File: src/rtl/rv_pio_pkg.sv
// rv_pio_pkg: shared types, register offsets and byte-mask helper for rv_pio.
// Offsets are byte addresses within one channel window. Bits [1:0] of the
// bus address are ignored, so only offset bits [4:2] select a register.
package rv_pio_pkg;

    // Same layout as the rv_types.svh bus types; declared here so the block
    // elaborates on its own.
    typedef logic [31:0] u32_t;
    typedef logic [3:0]  u4_t;

    localparam logic [4:0] PIO_OUT  = 5'h00;
    localparam logic [4:0] PIO_SET  = 5'h04;
    localparam logic [4:0] PIO_CLR  = 5'h08;
    localparam logic [4:0] PIO_TGL  = 5'h0C;
    localparam logic [4:0] PIO_IN   = 5'h10;
    localparam logic [4:0] PIO_IE   = 5'h14;
    localparam logic [4:0] PIO_IP   = 5'h18;
    localparam logic [4:0] PIO_EDGE = 5'h1C;

    localparam logic [7:0] PIO_STRIDE = 8'h20;

    // Expand 4 byte enables into a 32-bit bit mask.
    function automatic u32_t byte_mask(input u4_t we);
        u32_t m;
        for (int i = 0; i < 4; i++) begin
            m[i*8 +: 8] = {8{we[i]}};
        end
        return m;
    endfunction

endpackage

File: src/rtl/rv_pio_ch.sv
// rv_pio_ch: one PIO channel -- OUT/IE/IP/EDGE registers, input synchroniser,
// edge detector and combinational read mux.
// Ports: clk/reset, wr (accepted write to this channel), ofs (register
// offset), wdat (byte-masked write data), wmask (byte mask), arm (edge events
// allowed), pin_in/pin_out, rdata (read mux), irq_ch (registered), irq_pend.
module rv_pio_ch
    import rv_pio_pkg::*;
#(
    parameter int             W       = 8,
    parameter logic [W-1:0]   RST_VAL = '0
) (
    input  logic          clk,
    input  logic          reset,
    input  logic          wr,
    input  logic [4:0]    ofs,
    input  logic [W-1:0]  wdat,
    input  logic [W-1:0]  wmask,
    input  logic          arm,
    input  logic [W-1:0]  pin_in,
    output logic [W-1:0]  pin_out,
    output logic [W-1:0]  rdata,
    output logic          irq_ch,
    output logic          irq_pend
);

    logic [W-1:0] out_q, ie_q, ip_q, edge_q;
    logic [W-1:0] sync1, sync2, prev;
    logic [W-1:0] ev, w1c, ip_nxt;

    // Per-bit edge select; events are held off while the top-level warm-up
    // counter runs so pins already high at reset do not latch IP.
    assign ev  = arm ? ((edge_q & sync2 & ~prev) | (~edge_q & ~sync2 & prev)) : '0;
    assign w1c = (wr && ofs == PIO_IP) ? wdat : '0;
    // A new event wins over a same-cycle write-1-to-clear of that bit.
    assign ip_nxt = (ip_q & ~w1c) | ev;

    assign irq_pend = |(ip_q & ie_q);
    assign pin_out  = out_q;

    always_comb begin
        rdata = '0;
        case (ofs)
            PIO_OUT:  rdata = out_q;
            PIO_IN:   rdata = sync2;
            PIO_IE:   rdata = ie_q;
            PIO_IP:   rdata = ip_q;
            PIO_EDGE: rdata = edge_q;
            default:  rdata = '0;
        endcase
    end

    always_ff @(posedge clk or posedge reset) begin
        if (reset) begin
            out_q  <= RST_VAL;
            ie_q   <= '0;
            ip_q   <= '0;
            edge_q <= '1;
            sync1  <= '0;
            sync2  <= '0;
            prev   <= '0;
            irq_ch <= 1'b0;
        end else begin
            sync1  <= pin_in;
            sync2  <= sync1;
            prev   <= sync2;
            ip_q   <= ip_nxt;
            irq_ch <= irq_pend;
            if (wr) begin
                case (ofs)
                    PIO_OUT:  out_q  <= (out_q  & ~wmask) | (wdat & wmask);
                    PIO_SET:  out_q  <= out_q | wdat;
                    PIO_CLR:  out_q  <= out_q & ~wdat;
                    PIO_TGL:  out_q  <= out_q ^ wdat;
                    PIO_IE:   ie_q   <= (ie_q   & ~wmask) | (wdat & wmask);
                    PIO_EDGE: edge_q <= (edge_q & ~wmask) | (wdat & wmask);
                    default:  ;
                endcase
            end
        end
    end

endmodule

File: src/rtl/rv_pio.sv
// rv_pio: Nch-channel parallel I/O peripheral on the rv32 data bus.
// Ports: clk/reset, bus (adr, cs, rdy, we, re, dw, dr -- dr registered, zero
// when no read was accepted last cycle), pin_in/pin_out, irq_ch, irq.
// Channel select comes from adr[7:5]; windows at or beyond Nch are inert.
module rv_pio
    import rv_pio_pkg::*;
#(
    parameter int          Nch     = 4,
    parameter int          W       = 8,
    parameter logic [31:0] OUT_RST = 32'h0
) (
    input  logic             clk,
    input  logic             reset,
    input  logic [7:0]       adr,
    input  logic             cs,
    input  logic             rdy,
    input  logic [3:0]       we,
    input  logic             re,
    input  logic [31:0]      dw,
    output logic [31:0]      dr,
    input  logic [Nch*W-1:0] pin_in,
    output logic [Nch*W-1:0] pin_out,
    output logic [Nch-1:0]   irq_ch,
    output logic             irq
);

    localparam logic [3:0] NCH4 = 4'(Nch);

    u32_t       m, d, rd_val;
    logic       wr_acc, rd_acc, in_rng;
    logic [2:0] ch_idx;
    logic [4:0] ofs;
    logic [1:0] warm;
    logic       arm;

    logic [W-1:0]   ch_rd [Nch];
    logic [Nch-1:0] ch_pend;

    // adr[1:0] and the unused upper write-data bits are intentionally dropped.
    logic unused_bits;
    assign unused_bits = ^{adr[1:0], d, m};

    assign m      = byte_mask(we);
    assign d      = dw & m;
    assign wr_acc = cs & rdy & (|we);
    assign rd_acc = cs & rdy & re;
    assign ch_idx = adr[7:5];
    assign ofs    = {adr[4:2], 2'b00};
    assign in_rng = ({1'b0, ch_idx} < NCH4);
    assign arm    = (warm == 2'd3);

    for (genvar c = 0; c < Nch; c++) begin : g_ch
        rv_pio_ch #(
            .W       (W),
            .RST_VAL (OUT_RST[W-1:0])
        ) u_ch (
            .clk      (clk),
            .reset    (reset),
            .wr       (wr_acc && in_rng && (ch_idx == 3'(c))),
            .ofs      (ofs),
            .wdat     (d[W-1:0]),
            .wmask    (m[W-1:0]),
            .arm      (arm),
            .pin_in   (pin_in[c*W +: W]),
            .pin_out  (pin_out[c*W +: W]),
            .rdata    (ch_rd[c]),
            .irq_ch   (irq_ch[c]),
            .irq_pend (ch_pend[c])
        );
    end

    // OR-reduce the selected channel's read value; out-of-range reads give 0.
    always_comb begin
        rd_val = '0;
        for (int c = 0; c < Nch; c++) begin
            if (in_rng && ch_idx == 3'(c)) begin
                rd_val[W-1:0] = rd_val[W-1:0] | ch_rd[c];
            end
        end
    end

    // irq is registered from the same pending terms as irq_ch so both
    // assert on the same edge.
    always_ff @(posedge clk or posedge reset) begin
        if (reset) begin
            dr   <= '0;
            irq  <= 1'b0;
            warm <= 2'd0;
        end else begin
            dr   <= rd_acc ? rd_val : 32'h0;
            irq  <= |ch_pend;
            if (warm != 2'd3) begin
                warm <= warm + 2'd1;
            end
        end
    end

endmodule

File: config.mk
export PLATFORM = sky130hd
export DESIGN_NAME = rv_pio
export DESIGN_NICKNAME = d
export VERILOG_FILES = /design/src/rtl/rv_pio_pkg.sv /design/src/rtl/rv_pio_ch.sv /design/src/rtl/rv_pio.sv
export SDC_FILE = /design/constraint.sdc
export NUM_CORES = 1
export LEC_CHECK = 0
export CORE_ASPECT_RATIO = 0.9
export CORE_UTILIZATION = 56
export DETAILED_ROUTE_END_ITERATION = 10
export HOLD_SLACK_MARGIN = 0.02
export PLACE_DENSITY = 0.8
export SYNTH_ARGS = -nofsm -noshare
export SYNTH_HDL_FRONTEND = slang
export SYNTH_SLANG_ARGS = --single-unit
File: constraint.sdc
create_clock -name clk -period 10.95 [get_ports clk]
set_input_delay 2.19 -clock clk [delete_from_list [all_inputs] [get_ports clk]]
set_output_delay 2.19 -clock clk [all_outputs]
set_load 0.05 [all_outputs]
==> run metrics, run 1 <==
Worst path top cell family by delay buffers and inverters; max incr delay on CP 0.85 ns; DRC viols 0; first-pass GRT wire length 49000 um; initial DRC count 852; asr flop ratio synth 1.00; Crit path required time 11.36 ns; Initial DRT Pass Iterations 5; area of the core 21000 um^2; I/O pin count 150; EDFF count, synth 0; root buffer cell clkbuf_16; maxcap violations 0; drt via density 6.09; via count 9080; commonest register cell after synthesis dfrtp_1; Max clock buf depth 3; register area share after synthesis 0.499; Placement Setup Slack 5.75 ns; post-CTS sizing 0; IO buf count 99; crit path capture type flop; most area-consuming cells after synthesis dfrtp_1, mux2_2, dfstp_2, ha_1, o21ai_0; max_slew headroom 0.338; Setup crit start kind input pin; Routed WL per cell 21.4 um; placed instance count 1444; Tightest Pin Transition 0.989 ns; minimum clock period 4.70 ns; clock slew at reported path FFs 0.06 ns; Power per Cell Area 156 nW/um^2; GRT overflow 0; cell area after synthesis 12100 um^2; Max stage delay cell, worst path buf_4; Synth area leader dfrtp_1; kind of critical path in2reg; Pleak 5.84 nW; largest net degree at the start of global routing 107; Slew Limit Fails 0; Synth Instances 1113; post-route insts no fill 1490; CP most frequent cell buf_4; clock sink count 239; hold buffer count at cts 0; Antenna diodes 0; Setup TNS 0 ns; WP buf/inv 2; vias in the first global route 8560; fraction of layout cells with a size suffix above 1 0.190; Crit path arrival time 5.11 ns; crit-path max FO 89; clk_lat worst skew 0.53 ns; VDD IR max 0.000157 V; final period utilization 0.429; hpwl dp 20600 um; Total Routing Usage GR 0.295; Max Clk Rate 213 MHz; CTS tree done; YS warnings 0; row count 50; Die Ht 141 um; Post-CTS Setup Inserts 0; most common cell in the netlist dfrtp_1; critical path, cell by cell buf_4 -> buf_4 -> and2_1 -> nand4b_2 -> nor2b_1 -> mux2_2; H-tree levels 1; nets@finish 1331; final setup violating endpoints 0; RSZ-0062 raised after global routing false; number of distinct library cells after synthesis 48; area post-placement 13100 um^2; fin area 13900 um^2; synth-to-layout area growth 15.7%; HP Class reg2reg; synthesized flop and latch total 239; die width 157 um; clock buffer count from CTS 25; routability cong. 0.922; skew final 0.0129 ns; top cell type's share of synthesized area 0.430; Syn Area/Cell 10.8 um^2; final wirelength 31800 um; initial antenna violation count 0; Synth top cells by count dfrtp_1, nand2_1, o21ai_0, mux2_2; final hold vios 0; worst setup margin 6.25 ns; initial cell density of the core 0.575; Tot Pwr 2.18 mW; status completed; full die area 22100 um^2; antenna viol nets, final 0
power breakdown:
part / total (mW) / internal, mW / switching [mW]
sequential: 0.985 / 0.937 / 0.0478
combinational: 0.345 / 0.124 / 0.221
clock: 0.849 / 0.495 / 0.354
total: 2.18 / 1.56 / 0.623
cell usage in the layout, fill, tap and decap left out, types with 3 or more instances in the layout:
| master | synthesis | routed |
|---|---|---|
| dfrtp_1 | 207 | 207 |
| nand2_1 | 125 | 125 |
| clkdlybuf4s50_1 | 0 | 97 |
| o21ai_0 | 95 | 95 |
| mux2_2 | 93 | 93 |
| ha_1 | 65 | 65 |
| inv_1 | 65 | 64 |
| nand3_1 | 40 | 40 |
| nor3b_1 | 35 | 33 |
| mux2i_1 | 33 | 33 |
| nor2_1 | 32 | 32 |
| dfstp_2 | 32 | 32 |
| a21oi_1 | 31 | 31 |
| o32ai_1 | 31 | 31 |
| or3b_2 | 30 | 30 |
| clkbuf_16 | 0 | 25 |
| a22oi_1 | 24 | 24 |
| o2111ai_1 | 24 | 24 |
| conb_1 | 1 | 24 |
| buf_4 | 30 | 18 |
| o211ai_1 | 8 | 8 |
| nand4_1 | 8 | 8 |
| a41oi_1 | 8 | 8 |
| clkinv_2 | 0 | 8 |
| mux2_1 | 4 | 4 |
| clkbuf_8 | 0 | 4 |
| and3b_1 | 3 | 3 |
| nand2_4 | 3 | 3 |
| clkbuf_1 | 25 | 3 |
area by class of cell:
cell class	instances	area, um^2
fillers	1598	7010
flip-flops and latches	239	6020
multi-input cells	738	5380
repair buffers	116	1110
clock buffers	32	692
well taps	286	358
inverters	65	251
clock inverters	14	133
path summary, 6_finish.rpt:
kind	slack, ns	depth (start not counted)	endpoint	from
setup / recovery	6.25	6	flop	adr[2]
hold / removal	0.34	0	g_ch[1].u_ch.sync2[0]$_DFF_PP0_	g_ch[1].u_ch.sync1[0]$_DFF_PP0_
setup reg to reg	9.12	4	dr[0]$_DFF_PP0_	flop
hold reg to reg	0.34	0	g_ch[1].u_ch.sync2[0]$_DFF_PP0_	g_ch[1].u_ch.sync1[0]$_DFF_PP0_
max in group asynchronous	6.65	4	g_ch[3].u_ch.prev[4]$_DFF_PP0_	reset
min in group asynchronous	2.18	2	g_ch[1].u_ch.sync2[4]$_DFF_PP0_	reset
kinds of logic after synthesis:
family | synth area share
buffers and inverters | 0.0624
adder cells (fa/ha/maj) | 0.0674
AO/OA/AOI/OAI | 0.120
flip-flops | 0.499
multiplexers | 0.118
other | 0.000311
AND/OR/NAND/NOR | 0.132
XOR/XNOR | 0.000726
stage by stage:
step	utilization	hold slack, ns
after floorplan	-	0.331
after global placement	0.626	0.331
after detailed placement	0.626	0.335
after CTS	0.666	0.347
after global routing	0.666	0.355
final	0.666	0.342
per-layer routing:
metal	up-vias	wire length [um]	track usage
li1	4054	-	-
met1	4526	13200	0.420
met2	425	14800	0.453
met3	75	2740	0.0492
met4	0	1140	0.112
met5	-	0	0
No activity file was read; power rests on OpenSTA's default activity.
==> run 2, diff against run 1 <==
==> constraint.sdc (replaced) <==
create_clock -name clk -period 4.4 [get_ports clk]
set_input_delay 0.88 -clock clk [delete_from_list [all_inputs] [get_ports clk]]
set_output_delay 0.88 -clock clk [all_outputs]
set_load 0.05 [all_outputs]
==> run 2 against run 1 <==
Against the previous run: flip-flop and latch count did not move; sequential power rose by 150%; largest cell class unchanged; design area rose by 0.97%; hold slack improved by 0.0024 ns; register-to-register slack got worse by 6.6 ns.
==> run metrics, run 2 (synthesis results as in run 1) <==
fraction of layout cells with a size suffix above 1 0.195 (was 0.190); GRT overflow 0 (unchanged); Tightest Pin Transition 1.02 ns (was 0.989 ns); skew final 0.00992 ns (was 0.0129 ns); hold buffer count at cts 0 (unchanged); max_slew headroom 0.319 (was 0.338); Pleak 5.90 nW (was 5.84 nW); VDD IR max 0.000292 V (was 0.000157 V); Tot Pwr 5.44 mW (was 2.18 mW); synth-to-layout area growth 16.8% (was 15.7%); initial cell density of the core 0.575 (unchanged); P_sw 1.54 mW (was 0.623 mW); Routed WL per cell 21.5 um (was 21.4 um); Crit path arrival time 3.84 ns (was 5.11 ns); maxcap violations 0 (unchanged); commonest non-fill, non-tap cells in the layout dfrtp_1, nand2_1, clkdlybuf4s50_1 (unchanged); Setup crit start kind input pin (unchanged); Seq pwr share 0.450 (was 0.452); via count 9169 (was 9080); crit path capture type flop (unchanged); Clk pwr share 0.389 (was 0.390); clock sink count 239 (unchanged); area of the core 21000 um^2 (unchanged); root buffer cell clkbuf_16 (unchanged); Max Clk Rate 292 MHz; Initial DRT Pass Iterations 6 (was 5); fillcell total 1586 (was 1598); nets@finish 1345 (was 1331); Logic pwr share 0.161 (was 0.158); Int Power 3.90 mW (was 1.56 mW); Antenna diodes 0 (unchanged); RSZ-0062 raised after global routing false (unchanged); Slew Limit Fails 0 (unchanged); final wirelength 32300 um (was 31800 um); HP Class reg2reg (unchanged); Max clock buf depth 3 (unchanged); initial DRC count 828 (was 852); crit-path max FO 20 (was 89); routability cong. 0.971 (was 0.922); Setup TNS 0 ns (unchanged); H-tree levels 1 (unchanged); minimum clock period 3.43 ns; clock buffer count from CTS 25 (unchanged); initial antenna violation count 1 (was 0); Power per Cell Area 387 nW/um^2 (was 156 nW/um^2); kind of critical path in2reg (unchanged); antenna viol nets, final 0 (unchanged); clock slew at reported path FFs 0.06 ns (about the same); Die Ht 141 um (unchanged); switching share of power 0.283 (was 0.286); hpwl dp 21600 um (was 20600 um); full die area 22100 um^2 (unchanged); first-pass GRT wire length 49800 um (was 49000 um); post-CTS sizing 0 (unchanged); final hold vios 0 (unchanged); placed instance count 1458 (was 1444); DRC viols 0 (unchanged); status completed (unchanged); most common cell after layout, fill and taps aside dfrtp_1 (unchanged); vias in the first global route 8741 (was 8560); final period utilization 0.780; drt via density 6.10 (was 6.09); largest net degree at the start of global routing 99 (was 107); post-route insts no fill 1504 (was 1490); row count 50 (unchanged); Min Hold Slack 0.344 ns (was 0.342 ns); Total Routing Usage GR 0.298 (was 0.295); I/O pin count 150 (unchanged); final setup violating endpoints 0 (unchanged); Crit path required time 4.81 ns (was 11.36 ns); die width 157 um (unchanged); Post-CTS Setup Inserts 0 (unchanged); IO buf count 99 (unchanged); CTS tree done (unchanged); clk_lat worst skew 0.53 ns (about the same)
[run 2: changes by cell type in the layout (fill, tap and decap cells not counted)]
cell and delta:
clkinv_4 -1, clkinv_2 -4, buf_4 +11, buf_12 +3
clkbuf_1 +5, inv_8 -1, clkbuf_8 +1
[run 2: routing by layer]
metal	part of all wire	wire, um	global-route usage
met5	0	0	0
met4	0.048	1560	0.133
met3	0.089	2890	0.0639
met2	0.45	14400	0.451
met1	0.42	13400	0.414
[run 2: path summary, 6_finish.rpt]
check / slack, ns / depth (start not counted) / endpoint / start
min in group asynchronous: 0.81 / 2 / g_ch[0].u_ch.sync2[7]$_DFF_PP0_ / reset
max in group asynchronous: 2.66 / 3 / asynchronous set/reset pin / reset
worst min register to register: 0.34 / 0 / g_ch[2].u_ch.sync2[7]$_DFF_PP0_ / g_ch[2].u_ch.sync1[7]$_DFF_PP0_
worst min-delay path: 0.34 / 0 / g_ch[2].u_ch.sync2[7]$_DFF_PP0_ / g_ch[2].u_ch.sync1[7]$_DFF_PP0_
worst max register to register: 2.54 / 4 / dr[0]$_DFF_PP0_ / flop
worst max-delay path: 0.97 / 6 / flop / we[0]
[run 2: worst max-delay path, stage by stage]
cell and delay [ns]:
clkdlybuf4s50_1 1.14, nand2_1 0.72, ha_1 0.51, a22oi_1 0.18
o211ai_1 0.11, mux2_2 0.29
[run 2: final cells by class]
class                      instances  area (um^2)  area share
clock inverter                     8         96.3     0.00684
multi-input combinational        738         5380       0.382
inverter                          65          248      0.0176
timing repair buffer             130         1250      0.0890
clock buffer                      38          724      0.0514
sequential                       239         6020       0.428
tap                              286          358      0.0254
[run 2: power groups by stage]
stage | Sequential (mW) | Combinational, mW | Clock, mW
6_report | 2.45 | 0.877 | 2.12
4_1_cts | 2.45 | 0.876 | 2.14
3_3_place_gp | 2.48 | 0.845 | 0
5_1_grt | 2.46 | 0.942 | 2.23
3_5_place_dp | 2.49 | 0.870 | 0
2_1_floorplan | 2.58 | 0.475 | 0
[run 2: through the flow]
| stage | util | cell area (um^2) | setup slack (ns) |
|---|---|---|---|
| finish | 0.672 | 14100 | 0.970 |
| global route | 0.672 | 14100 | 0.944 |
| CTS | 0.672 | 14100 | 1.06 |
| detailed placement | 0.633 | 13300 | 0.543 |
| global placement | 0.633 | 13300 | 0.607 |
| floorplan | - | 12100 | 0.412 |
==> run 3, diff against run 2 <==
--- a/config.mk
+++ b/config.mk
@@ -6,10 +6,10 @@
 export NUM_CORES = 1
 export LEC_CHECK = 0
 export CORE_ASPECT_RATIO = 0.9
-export CORE_UTILIZATION = 56
+export CORE_UTILIZATION = 51
 export DETAILED_ROUTE_END_ITERATION = 10
 export HOLD_SLACK_MARGIN = 0.02
-export PLACE_DENSITY = 0.8
+export PLACE_DENSITY = 0.77
 export SYNTH_ARGS = -nofsm -noshare
 export SYNTH_HDL_FRONTEND = slang
 export SYNTH_SLANG_ARGS = --single-unit
==> constraint.sdc (replaced) <==
create_clock -name clk -period 3.05 [get_ports clk]
set_input_delay 0.61 -clock clk [delete_from_list [all_inputs] [get_ports clk]]
set_output_delay 0.61 -clock clk [all_outputs]
set_load 0.05 [all_outputs]
==> run 3 against run 2 <==
Against the previous run: critical path depth decreased by 5; clock power increased by 46%; non-clock buffer count increased by 15; hold slack about the same; total power increased by 46%; count of clock-buffer cells in the layout decreased by 4; largest cell class unchanged; highest routed layer unchanged.
==> run metrics, run 3 (synthesis results as in run 1) <==
status completed (unchanged); fraction of layout cells with a size suffix above 1 0.210 (was 0.195); area post-placement 13500 um^2 (was 13300 um^2); RSZ-0062 raised after global routing false (unchanged); WP depth 1 (was 6); Total Routing Usage GR 0.284 (was 0.298); initial cell density of the core 0.518 (was 0.575); Tightest Pin Transition 0.860 ns (was 1.02 ns); max_slew headroom 0.424 (was 0.319); drt via density 6.09 (was 6.10); initial antenna violation count 2 (was 1); crit path capture type output port (was flop); Crit path arrival time 1.93 ns (was 3.84 ns); synth-to-layout area growth 18.7% (was 16.8%); die width 164 um (was 157 um); IO buf count 99 (unchanged); hold buffer count at cts 0 (unchanged); final setup violating endpoints 0 (unchanged); max incr delay on CP 0.86 ns (was 1.14 ns); Worst R2R Path Depth 4 (unchanged); I/O pin count 150 (unchanged); Min Hold Slack 0.345 ns (was 0.344 ns); full die area 24300 um^2 (was 22100 um^2); clock buffer count from CTS 26 (was 25); Post-CTS Setup Inserts 0 (unchanged); CTS tree done (unchanged); initial DRC count 1009 (was 828); HP Class reg2reg (unchanged); minimum clock period 2.54 ns; Slew Limit Fails 0 (unchanged); Tot Pwr 7.93 mW (was 5.44 mW); fin area 14300 um^2 (was 14100 um^2); final period utilization 0.831; nets@finish 1361 (was 1345); Die Ht 148 um (was 141 um); row count 53 (was 50); Setup crit start kind flop (was input pin); Worst path top cell family by delay buffers and inverters (unchanged); maxcap violations 0 (unchanged); root buffer cell clkbuf_16 (unchanged); clock slew at reported path FFs 0.07 ns (was 0.06 ns); clock sink count 239 (unchanged); skew final 0.0291 ns (was 0.00992 ns); Hold Path Stages 0 (unchanged); first-pass GRT wire length 51800 um (was 49800 um); GRT overflow 0 (unchanged); Max stage delay cell, worst path clkdlybuf4s50_1 (unchanged); final hold vios 0 (unchanged); Antenna diodes 0 (unchanged); crit-path max FO 5 (was 20); H-tree levels 1 (unchanged); via count 9366 (was 9169); largest net degree at the start of global routing 66 (was 99); vias in the first global route 9013 (was 8741); commonest non-fill, non-tap cells in the layout dfrtp_1, nand2_1, clkdlybuf4s50_1 (unchanged); Routed WL per cell 22.3 um (was 21.5 um); hpwl dp 23200 um (was 21600 um); antenna viol nets, final 0 (unchanged); final wirelength 34300 um (was 32300 um); VDD IR max 0.000494 V (was 0.000292 V); fillcell total 1881 (was 1586); routability cong. 0.927 (was 0.971); area of the core 23300 um^2 (was 21000 um^2); most common cell after layout, fill and taps aside dfrtp_1 (unchanged); critical path, cell by cell clkdlybuf4s50_1 (was clkdlybuf4s50_1 -> nand2_1 -> ha_1 -> a22oi_1 -> o211ai_1 -> mux2_2); post-CTS sizing 0 (unchanged); Max Clk Rate 394 MHz; WP buf/inv 1 (unchanged); Pleak 6.01 nW (was 5.90 nW); Initial DRT Pass Iterations 5 (was 6); Power per Cell Area 554 nW/um^2 (was 387 nW/um^2); clk_lat worst skew 0.55 ns (was 0.53 ns); DRC viols 0 (unchanged); Max clock buf depth 3 (unchanged); Crit path required time 2.44 ns (was 4.81 ns); kind of critical path reg2out (was in2reg)
run 3: final timing paths:
path | from | endpoint | slack, ns
max reg2reg | flop | dr[2]$_DFF_PP0_ | 1.22
min in group asynchronous | reset | g_ch[0].u_ch.sync1[0]$_DFF_PP0_ | 0.42
max in group asynchronous | reset | asynchronous set/reset pin | 1.88
max | flop | pin_out[7] | 0.51
min reg2reg | g_ch[0].u_ch.sync1[7]$_DFF_PP0_ | g_ch[0].u_ch.sync2[7]$_DFF_PP0_ | 0.34
min | g_ch[0].u_ch.sync1[7]$_DFF_PP0_ | g_ch[0].u_ch.sync2[7]$_DFF_PP0_ | 0.34
run 3: cell type report:
type                    instances  area [um^2]  area share
repair buffers                145         1440       0.101
clock buffers                  34          721      0.0504
clock inverters                14          120     0.00839
inverters                      65          248      0.0173
flip-flops and latches        239         6020       0.421
well taps                     302          378      0.0264
multi-input cells             738         5380       0.376
run 3: metrics by stage:
step,instances,setup TNS [ns],utilization,setup slack (ns)
3_3_place_gp,1489,0,0.579,0.248
6_report,1537,0,0.615,0.515
4_1_cts,1537,0,0.615,0.548
2_1_floorplan,1136,-138.22,-,-0.668
3_5_place_dp,1489,0,0.579,0.198
5_1_grt,1537,0,0.615,0.497
run 3: power by group:
group | internal (mW) | total [mW] | leakage (nW) | switching (mW)
logic | 0.482 | 1.31 | 2.81 | 0.826
registers | 3.37 | 3.54 | 2.79 | 0.173
clock network | 1.76 | 3.09 | 0.407 | 1.33
total | 5.61 | 7.93 | 6.01 | 2.33
run 3: per-layer routing:
metal / GRT usage / part of all wire / up-vias
li1: - / - / 4116
met1: 0.391 / 0.41 / 4665
met2: 0.435 / 0.45 / 474
met3: 0.0502 / 0.088 / 111
met4: 0.136 / 0.054 / 0
met5: 0 / 0 / -
